`src/rtl/keypad_pkg.sv`:
```
// Shared types and constants for the 4x4 keypad scanner: FSM states,
// the {row,col} key map and column drive helpers.
package keypad_pkg;

    typedef enum logic [1:0] {
        SCAN     = 2'd0,
        DEBOUNCE = 2'd1,
        EMIT     = 2'd2,
        RELEASE  = 2'd3
    } state_t;

    localparam logic [3:0] KEY_STAR   = 4'hE;
    localparam logic [3:0] KEY_HASH   = 4'hF;
    localparam logic [3:0] COLS_RESET = 4'b1110;

    localparam logic [3:0] KEY_MAP [16] = '{
        4'h1,     4'h2, 4'h3,     4'hA,
        4'h4,     4'h5, 4'h6,     4'hB,
        4'h7,     4'h8, 4'h9,     4'hC,
        KEY_STAR, 4'h0, KEY_HASH, 4'hD
    };

    // Lowest-index active-low row wins when several rows are pulled low.
    function automatic logic [1:0] lowest_low_row(input logic [3:0] rs);
        logic [1:0] r;
        if (!rs[0]) begin
            r = 2'd0;
        end else if (!rs[1]) begin
            r = 2'd1;
        end else if (!rs[2]) begin
            r = 2'd2;
        end else begin
            r = 2'd3;
        end
        return r;
    endfunction

    function automatic logic [3:0] col_drive(input logic [1:0] c);
        return ~(4'b0001 << c);
    endfunction

endpackage

```
`src/rtl/keypad_scanner_row_synchronizer.sv`:
```
// Two-flop synchronizer for the asynchronous, active-low keypad row lines.
// Resets to all ones (no key pressed).
module row_synchronizer (
    input  logic       clock,
    input  logic       reset,
    input  logic [3:0] d,
    output logic [3:0] q
);

    logic [3:0] meta;

    // Double-register the rows into the clock domain.
    always_ff @(posedge clock or posedge reset) begin
        if (reset) begin
            meta <= 4'hF;
            q    <= 4'hF;
        end else begin
            meta <= d;
            q    <= meta;
        end
    end

endmodule

```
`src/rtl/keypad_scanner.sv`:
```
// 4x4 matrix keypad scanner: column scan, row debounce, key encode, dav strobe.
// Optional auto-repeat while a key is held: define KEYPAD_AUTO_REPEAT_EN.
module keypad_scanner
    import keypad_pkg::*;
#(
    parameter int SETTLE_CYCLES   = 4,
`ifdef KEYPAD_AUTO_REPEAT_EN
    parameter int DEBOUNCE_CYCLES = 16,
    parameter int REPEAT_CYCLES   = 256
`else
    parameter int DEBOUNCE_CYCLES = 16
`endif
) (
    input  logic       clock,
    input  logic       reset,
    input  logic [3:0] rows,
    output logic [3:0] cols,
    output logic [3:0] dataIn,
    output logic       dav,
    output logic       keyHeld
);

    localparam int SW = $clog2(SETTLE_CYCLES) + 1;
    localparam int DW = $clog2(DEBOUNCE_CYCLES) + 1;
    localparam logic [SW-1:0] SETTLE_LAST = SW'(SETTLE_CYCLES);
    localparam logic [SW-1:0] SETTLE_ONE  = SW'(1);
    localparam logic [DW-1:0] DEB_LAST    = DW'(DEBOUNCE_CYCLES - 1);
    localparam logic [DW-1:0] DEB_ONE     = DW'(1);

`ifdef KEYPAD_AUTO_REPEAT_EN
    localparam int RW = $clog2(REPEAT_CYCLES) + 1;
    localparam logic [RW-1:0] RPT_LAST = RW'(REPEAT_CYCLES - 1);
    localparam logic [RW-1:0] RPT_ONE  = RW'(1);
    logic [RW-1:0] rpt_cnt;
`endif

    logic [3:0]    rs;
    state_t        state;
    logic [1:0]    col;
    logic [1:0]    row;
    logic [SW-1:0] settle_cnt;
    logic [DW-1:0] stable_cnt;

    row_synchronizer u_sync (
        .clock (clock),
        .reset (reset),
        .d     (rows),
        .q     (rs)
    );

    // Scan/debounce/emit/release FSM with all outputs registered.
    always_ff @(posedge clock or posedge reset) begin
        if (reset) begin
            state      <= SCAN;
            col        <= 2'd0;
            row        <= 2'd0;
            settle_cnt <= '0;
            stable_cnt <= '0;
            cols       <= COLS_RESET;
            dataIn     <= 4'h0;
            dav        <= 1'b0;
            keyHeld    <= 1'b0;
`ifdef KEYPAD_AUTO_REPEAT_EN
            rpt_cnt    <= '0;
`endif
        end else begin
            dav <= 1'b0;
            case (state)
                SCAN: begin
                    // The sample point also covers the two synchronizer stages.
                    if (settle_cnt == SETTLE_LAST) begin
                        if (rs == 4'hF) begin
                            col        <= col + 2'd1;
                            cols       <= col_drive(col + 2'd1);
                            settle_cnt <= '0;
                        end else begin
                            row        <= lowest_low_row(rs);
                            stable_cnt <= '0;
                            state      <= DEBOUNCE;
                        end
                    end else begin
                        settle_cnt <= settle_cnt + SETTLE_ONE;
                    end
                end
                DEBOUNCE: begin
                    if (!rs[row]) begin
                        if (stable_cnt == DEB_LAST) begin
                            state   <= EMIT;
                            dataIn  <= KEY_MAP[{row, col}];
                            dav     <= 1'b1;
                            keyHeld <= 1'b1;
                        end else begin
                            stable_cnt <= stable_cnt + DEB_ONE;
                        end
                    end else begin
                        state      <= SCAN;
                        settle_cnt <= '0;
                    end
                end
                EMIT: begin
                    state      <= RELEASE;
                    stable_cnt <= '0;
`ifdef KEYPAD_AUTO_REPEAT_EN
                    rpt_cnt    <= RPT_ONE;
`endif
                end
                RELEASE: begin
                    if (rs == 4'hF) begin
                        if (stable_cnt == DEB_LAST) begin
                            keyHeld    <= 1'b0;
                            state      <= SCAN;
                            col        <= 2'd0;
                            cols       <= COLS_RESET;
                            settle_cnt <= '0;
                        end else begin
                            stable_cnt <= stable_cnt + DEB_ONE;
                        end
                    end else begin
                        stable_cnt <= '0;
                    end
`ifdef KEYPAD_AUTO_REPEAT_EN
                    // Counter phase is aligned so repeats land on EMIT + k*REPEAT_CYCLES.
                    if (!rs[row]) begin
                        if (rpt_cnt == RPT_LAST) begin
                            dav     <= 1'b1;
                            rpt_cnt <= '0;
                        end else begin
                            rpt_cnt <= rpt_cnt + RPT_ONE;
                        end
                    end else begin
                        rpt_cnt <= '0;
                    end
`endif
                end
                default: begin
                    state <= SCAN;
                end
            endcase
        end
    end

endmodule

```
`config.mk`:
```
export PLATFORM = sky130hd
export DESIGN_NAME = keypad_scanner
export DESIGN_NICKNAME = d
export VERILOG_FILES = /design/src/rtl/keypad_pkg.sv /design/src/rtl/keypad_scanner_row_synchronizer.sv /design/src/rtl/keypad_scanner.sv
export SDC_FILE = /design/constraint.sdc
export NUM_CORES = 1
export LEC_CHECK = 0
export CELL_PAD_IN_SITES_DETAIL_PLACEMENT = 0
export CELL_PAD_IN_SITES_GLOBAL_PLACEMENT = 2
export CORE_UTILIZATION = 33
export CTS_BUF_LIST = sky130_fd_sc_hd__clkbuf_16
export CTS_CLUSTER_SIZE = 30
export DETAILED_ROUTE_END_ITERATION = 10
export GPL_ROUTABILITY_DRIVEN = 0
export GPL_TIMING_DRIVEN = 0
export PLACE_DENSITY_LB_ADDON = 0.1
export SKIP_CTS_REPAIR_TIMING = 1
export SLEW_MARGIN = 20
export SYNTH_ARGS = -nofsm -noshare
export SYNTH_HDL_FRONTEND = slang
export SYNTH_SLANG_ARGS = --single-unit
export TNS_END_PERCENT = 100
```
`constraint.sdc`:
```
create_clock -name clock -period 1.7 [get_ports clock]
set_clock_uncertainty 0.15 [all_clocks]
set_input_delay 0.255 -clock clock [delete_from_list [all_inputs] [get_ports clock]]
set_output_delay 0.255 -clock clock [all_outputs]
set_load 0.01 [all_outputs]
```
[Word-level counts from Yosys, hierarchy flattened]
Memory sizes are Yosys's and may differ from the RTL's. A register that Yosys moved wholly into a read port is not among the register bits.
Cells that the tools add are included.
Storage, ports and cells
  register bits after elaboration: 28
  bits in read-only memories: 64
  output and inout bits: 10
  logic and storage cells: 87
  memories kept: 1
Operators by class
  add/sub/neg operators: 3
  order comparisons: 1
  eq/ne operators: 16
  shift operators: 1
  mux-type cells: 40
  bitwise logic cells: 4
  reduce and logical (&&, ||, !) cells: 11
Memory list
  (name not given): depth 16, bits a word 4, read ports 1, clocked after Yosys merged registers in 1, write ports 0, RTL line keypad_scanner.sv:89  | dataIn <= KEY_MAP[{row, col}];
Operators with widths (count)
  2-to-1 mux 5 bit: 5
  2-to-1 mux 2 bit: 10
  one-hot mux 5 bit (4 select lines): 1
  AND reduction 5 bit: 4
  2-to-1 mux 4 bit: 4
  inequality test 2 bit (second input constant): 8
  2-to-1 mux 3 bit: 5
  2-to-1 mux 1 bit: 9
  one-hot mux 3 bit (3 select lines): 1
  AND reduction 3 bit: 3
  one-hot mux 2 bit (4 select lines): 1
  one-hot mux 4 bit (2 select lines): 1
  inequality test 3 bit (second input constant): 2
  adder 5 x 1 -> 5 bit (second input constant): 1
  == test 5 x 4 -> 1 bit (second input constant): 1
  inverter 4 -> 5 bit: 1
  == test 2 bit (second input constant): 2
  == test 4 bit (second input constant): 1
  inverter 4 bit: 1
  one-hot mux 2 bit (2 select lines): 1
  nonzero test 2 bit: 2
  left shift 1 x 2 -> 4 bit (first input constant): 1
  adder 3 x 1 -> 3 bit (second input constant): 1
  == test 3 bit (second input constant): 1
  8 further kinds: 9

[Longest topological paths before layout]
  depth in word-level cells: 6
  depth in mapped cells: 6
  mapped depth without buffers: 6

[Hierarchy]
From an unflattened synthesis, not the netlist that was laid out.
Unflattened totals
  cell total of the unflattened synthesis: 151
  area total of the unflattened synthesis: 1671.6 µm²
Modules (own cells, without submodules)
  keypad_scanner: times used 1, cells each 142, area each 1457.6 µm², seq. area each 604.3 µm²
  row_synchronizer: times used 1, cells each 9, area each 214.0 µm², seq. area each 210.2 µm²

[Worst setup path before layout]
OpenSTA, ideal clock, no wires.
  path type: reg2reg
  start: register row[0]
  end: register dataIn[0]
  setup time: 0.125 ns
  data arrival time: 1.542 ns
  required time: 1.425 ns
  slack: -0.117 ns
  cell stages (with the launch flop): 4
  buffers on the path: 0
  period minus slack after synthesis: 1.817 ns
  path through: dfrtp_1 mux4_2 nor4_4 mux2_2
Between the ends
  word-level cells in the longest chain between the ends: 4
RTL lines
  start, declared: RTL line keypad_scanner.sv:40  | logic [1:0] row;
  start signal, assigned: RTL line keypad_scanner.sv:77  | row <= lowest_low_row(rs);
  binary-select mux 1 bit (select 2 bit): RTL line keypad_scanner.sv:86  | if (!rs[row]) begin
  2-to-1 mux 1 bit (implied by the code): RTL line keypad_scanner.sv:86
  inverter 1 bit (no source line)
  AND reduction 3 bit (no source line)
  end, declared: RTL line keypad_scanner.sv:18  | output logic [3:0] dataIn,
Several ways; a longest one is shown, not always the timed one. The select of a mux whose other input is x is not followed.
A chain may end at the register's enable or synchronous reset.

[Final worst setup path]
  start: register row[0]
  end: register dataIn[1]
Same word-level chain as after synthesis.

==> impl_metrics.csv <==
group,metric,value,unit
status,outcome,"complete, but fails checks",
status,violations,"negative setup slack",
yosys,synth_area,1608,µm²
clock_tree,root_buffer,"clkbuf_16",
yosys,ys_ff_latch,32,
yosys,synth_cells,146,
detailed_routing,routed.top_layer,"met4",
grt,antenna_found_initial,0,
floorplanning,die_area,5155,µm²
grt,grt-ovfl-total,0,
finish,layout_common_cells,"dfrtp_1 (21), clkdlybuf4s50_1 (12), buf_4 (12), dfstp_2 (11), o21ai_0 (10)",
yosys,synth-seq-area-share,50.66,%
place,placed_cells,215,
timing,setup_slack,-0.1713,ns
floorplanning,initial_utilization,34.27,%
pwr,power_leakage,1.010,nW
pwr,power,3.488,mW
detailed_routing,wire_per_inst,14.69,µm
timing,finalCritPeriodShare,110.1,%
pwr,p_per_area,1560,nW/µm²
grt,grt_max_degree,33,
detailed_routing,drt-total-wl,3.496,mm
floorplanning,ioPinCount,16,
detailed_routing,ant_nets,0,
timing,fmax,534.4,MHz
timing,drv_slew,0,
timing,slew-limit-headroom,56.05,%
clock_tree,clock_sinks,32,
worst_setup_path,startpoint_type,"flip-flop",
floorplanning,die_w,71.80,µm
worst_setup_path,end_kind,"flip-flop",
timing,final_hold_viol_count,0,
clock_tree,htree_levels,2,
finish,final_common_cell,"dfrtp_1",
yosys,syn_nets,161,
finish,postLayoutCoreUtil,47.65,%
detailed_routing,drt-met1-wl,1.722,mm
grt,track_usage,14.47,%
detailed_routing,drt_iter0_drc,56,
detailed_routing,dr_wl_met2,1.665,mm
finish,syn2layout_area_growth,39.07,%
clock_tree,cts_buffers,5,
worst_setup_path,crit_type,"reg2reg",
clock_tree,clockBufferDepth,2,
worst_setup_path,cp.arrival,1.88,ns
floorplanning,coreArea,4692,µm²
pwr,vdd_ir_drop_max,811.8,µV
worst_setup_path,worstPathRequired,1.70,ns
detailed_routing,drcViolationCount,0,
place,io_buffer_count,15,
clock_tree,clk_latency,0.27,ns
yosys,synth_edf_count,0,
yosys,yosys_warnings,0,
detailed_routing,wl_met3,71,µm
detailed_routing,dr.pass1.iters,4,
timing,worstMarginPinSlew,0.6582,ns
yosys,yosys_most_used_dff,"dfrtp_1",
detailed_routing,via_count,1244,
floorplanning,rows,25,
yosys,synthArstFlopShare,100.0,%
yosys,synth_area_per_cell,11.01,µm²
finish,final_nets,198,
finish,drive_above_1_share,33.15,%
yosys,yosysUniqueCellTypes,36,
grt,grt_pass1_wl,5.595,mm
timing,rsz0062_at_grt,"true",
run,max_cap_viol_count,0,
place,post-dp-hpwl,2.390,mm
finish,diodes,0,
detailed_routing,routed_via_density,5.227,
finish,instances_no_fill,238,
clock_tree,tritoncts,"done",
floorplanning,chipHeight,71.80,µm
worst_setup_path,cp_max_fo,6,
clock_tree,path_clk_slew,0.05,ns
timing,finalSetupViolations,4,
worst_hold_path,hp-class,"reg2reg",
grt,grt_pass1_vias,1145,
timing,finalCriticalPeriod,1.871,ns
==> final cells by class <==
cell class                      instances  area (µm²)
Fill cell                             442        2456
Multi-Input combinational cell        100       838.3
Sequential cell                        32       814.5
Timing Repair Buffer                   31       292.8
Clock buffer                            5       125.1
Tap cell                               54       67.56
Clock inverter                          3       37.54
Inverter                                9       33.78
Buffer                                  4       26.28
==> synth_stat cells, drive strengths merged, types with 2 or more instances <==
cell     instances  share of area, %
mux2i            8               5.0
nand4            3               1.2
ha               9               7.0
a2bb2oi          3               1.6
and2             3               1.2
nand3            5               1.6
mux2             3               2.1
a21boi           3               1.4
a21oi            9               2.8
o21ai           12               3.7
inv              9               2.1
a31oi            7               2.7
clkbuf           4              0.93
and3             2              0.78
dfrtp           21                33
nor2             4              0.93
dfstp           11                18
nand2           10               2.3
a31o             2               1.1
o22a             2               1.1
==> path summary, 6_finish.rpt <==
| check | start | end | slack, ns | cells past startpoint |
|---|---|---|---|---|
| max | row[0] | dataIn[1] | -0.17 | 4 |
| min | u_sync.meta[0] | u_sync.q[0] | 0.21 | 0 |
| max reg2reg | row[0] | dataIn[1] | -0.17 | 4 |
| min reg2reg | u_sync.meta[0] | u_sync.q[0] | 0.21 | 0 |
| max in group asynchronous | reset | keyHeld | 0.72 | 2 |
| min in group asynchronous | reset | stable_cnt[1] | 0.25 | 2 |
==> metrics by stage <==
| stage | worst slack (ns) | cell area [µm²] | setup TNS [ns] | hold slack [ns] |
|---|---|---|---|---|
| 2_1_floorplan | -0.1165 | 1612 | -0.2330 | 0.1095 |
| 6_report | -0.1713 | 2236 | -0.4831 | 0.2052 |
| 4_1_cts | -0.3599 | 1992 | -4.009 | 0.2084 |
| 3_3_place_gp | -0.2904 | 1829 | -6.416 | 0.1965 |
| 5_1_grt | -0.2252 | 2236 | -0.9649 | 0.2099 |
| 3_5_place_dp | -0.3471 | 1829 | -3.505 | 0.2010 |
==> kinds of logic (layout without fill, tap and decap cells) <==
family                     after synthesis  count (layout)  synth area share (%)
AOI/OAI and AO/OA                       43              43                 16.97
and+or+nand+nor                         36              36                 13.54
DFF                                     32              32                 50.66
buffers and inverters                   14              52                 3.346
muxes                                   12              12                 8.482
adders and majority gates                9               9                 7.004
==> routing by layer <==
metal / up-vias / track usage, %
met5: - / 0
met4: 0 / 5.882
met3: 4 / 3.938
met2: 16 / 22.01
met1: 615 / 19.57
li1: 609 / -
==> report_power, final <==
part | switching (mW) | internal (mW)
registers | 0.170 | 0.963
clock network | 0.309 | 0.680
logic | 0.662 | 0.703
==> state kept, by name, summed over array words and instances (netlist names), named ones only <==
register and flops:
col 2, u_sync.q 4, row 2, dataIn 4, u_sync.meta 4, keyHeld 1, state 1, dav 1
cols 4, stable_cnt 5, settle_cnt 3
==> worst max-delay path: stages (launching register included) <==
cell and delay [ns]:
dfrtp_1 0.35, mux4_2 0.56, nor4_4 0.24, buf_6 0.16, mux2_4 0.30
Power figures use the tool's default switching activity.
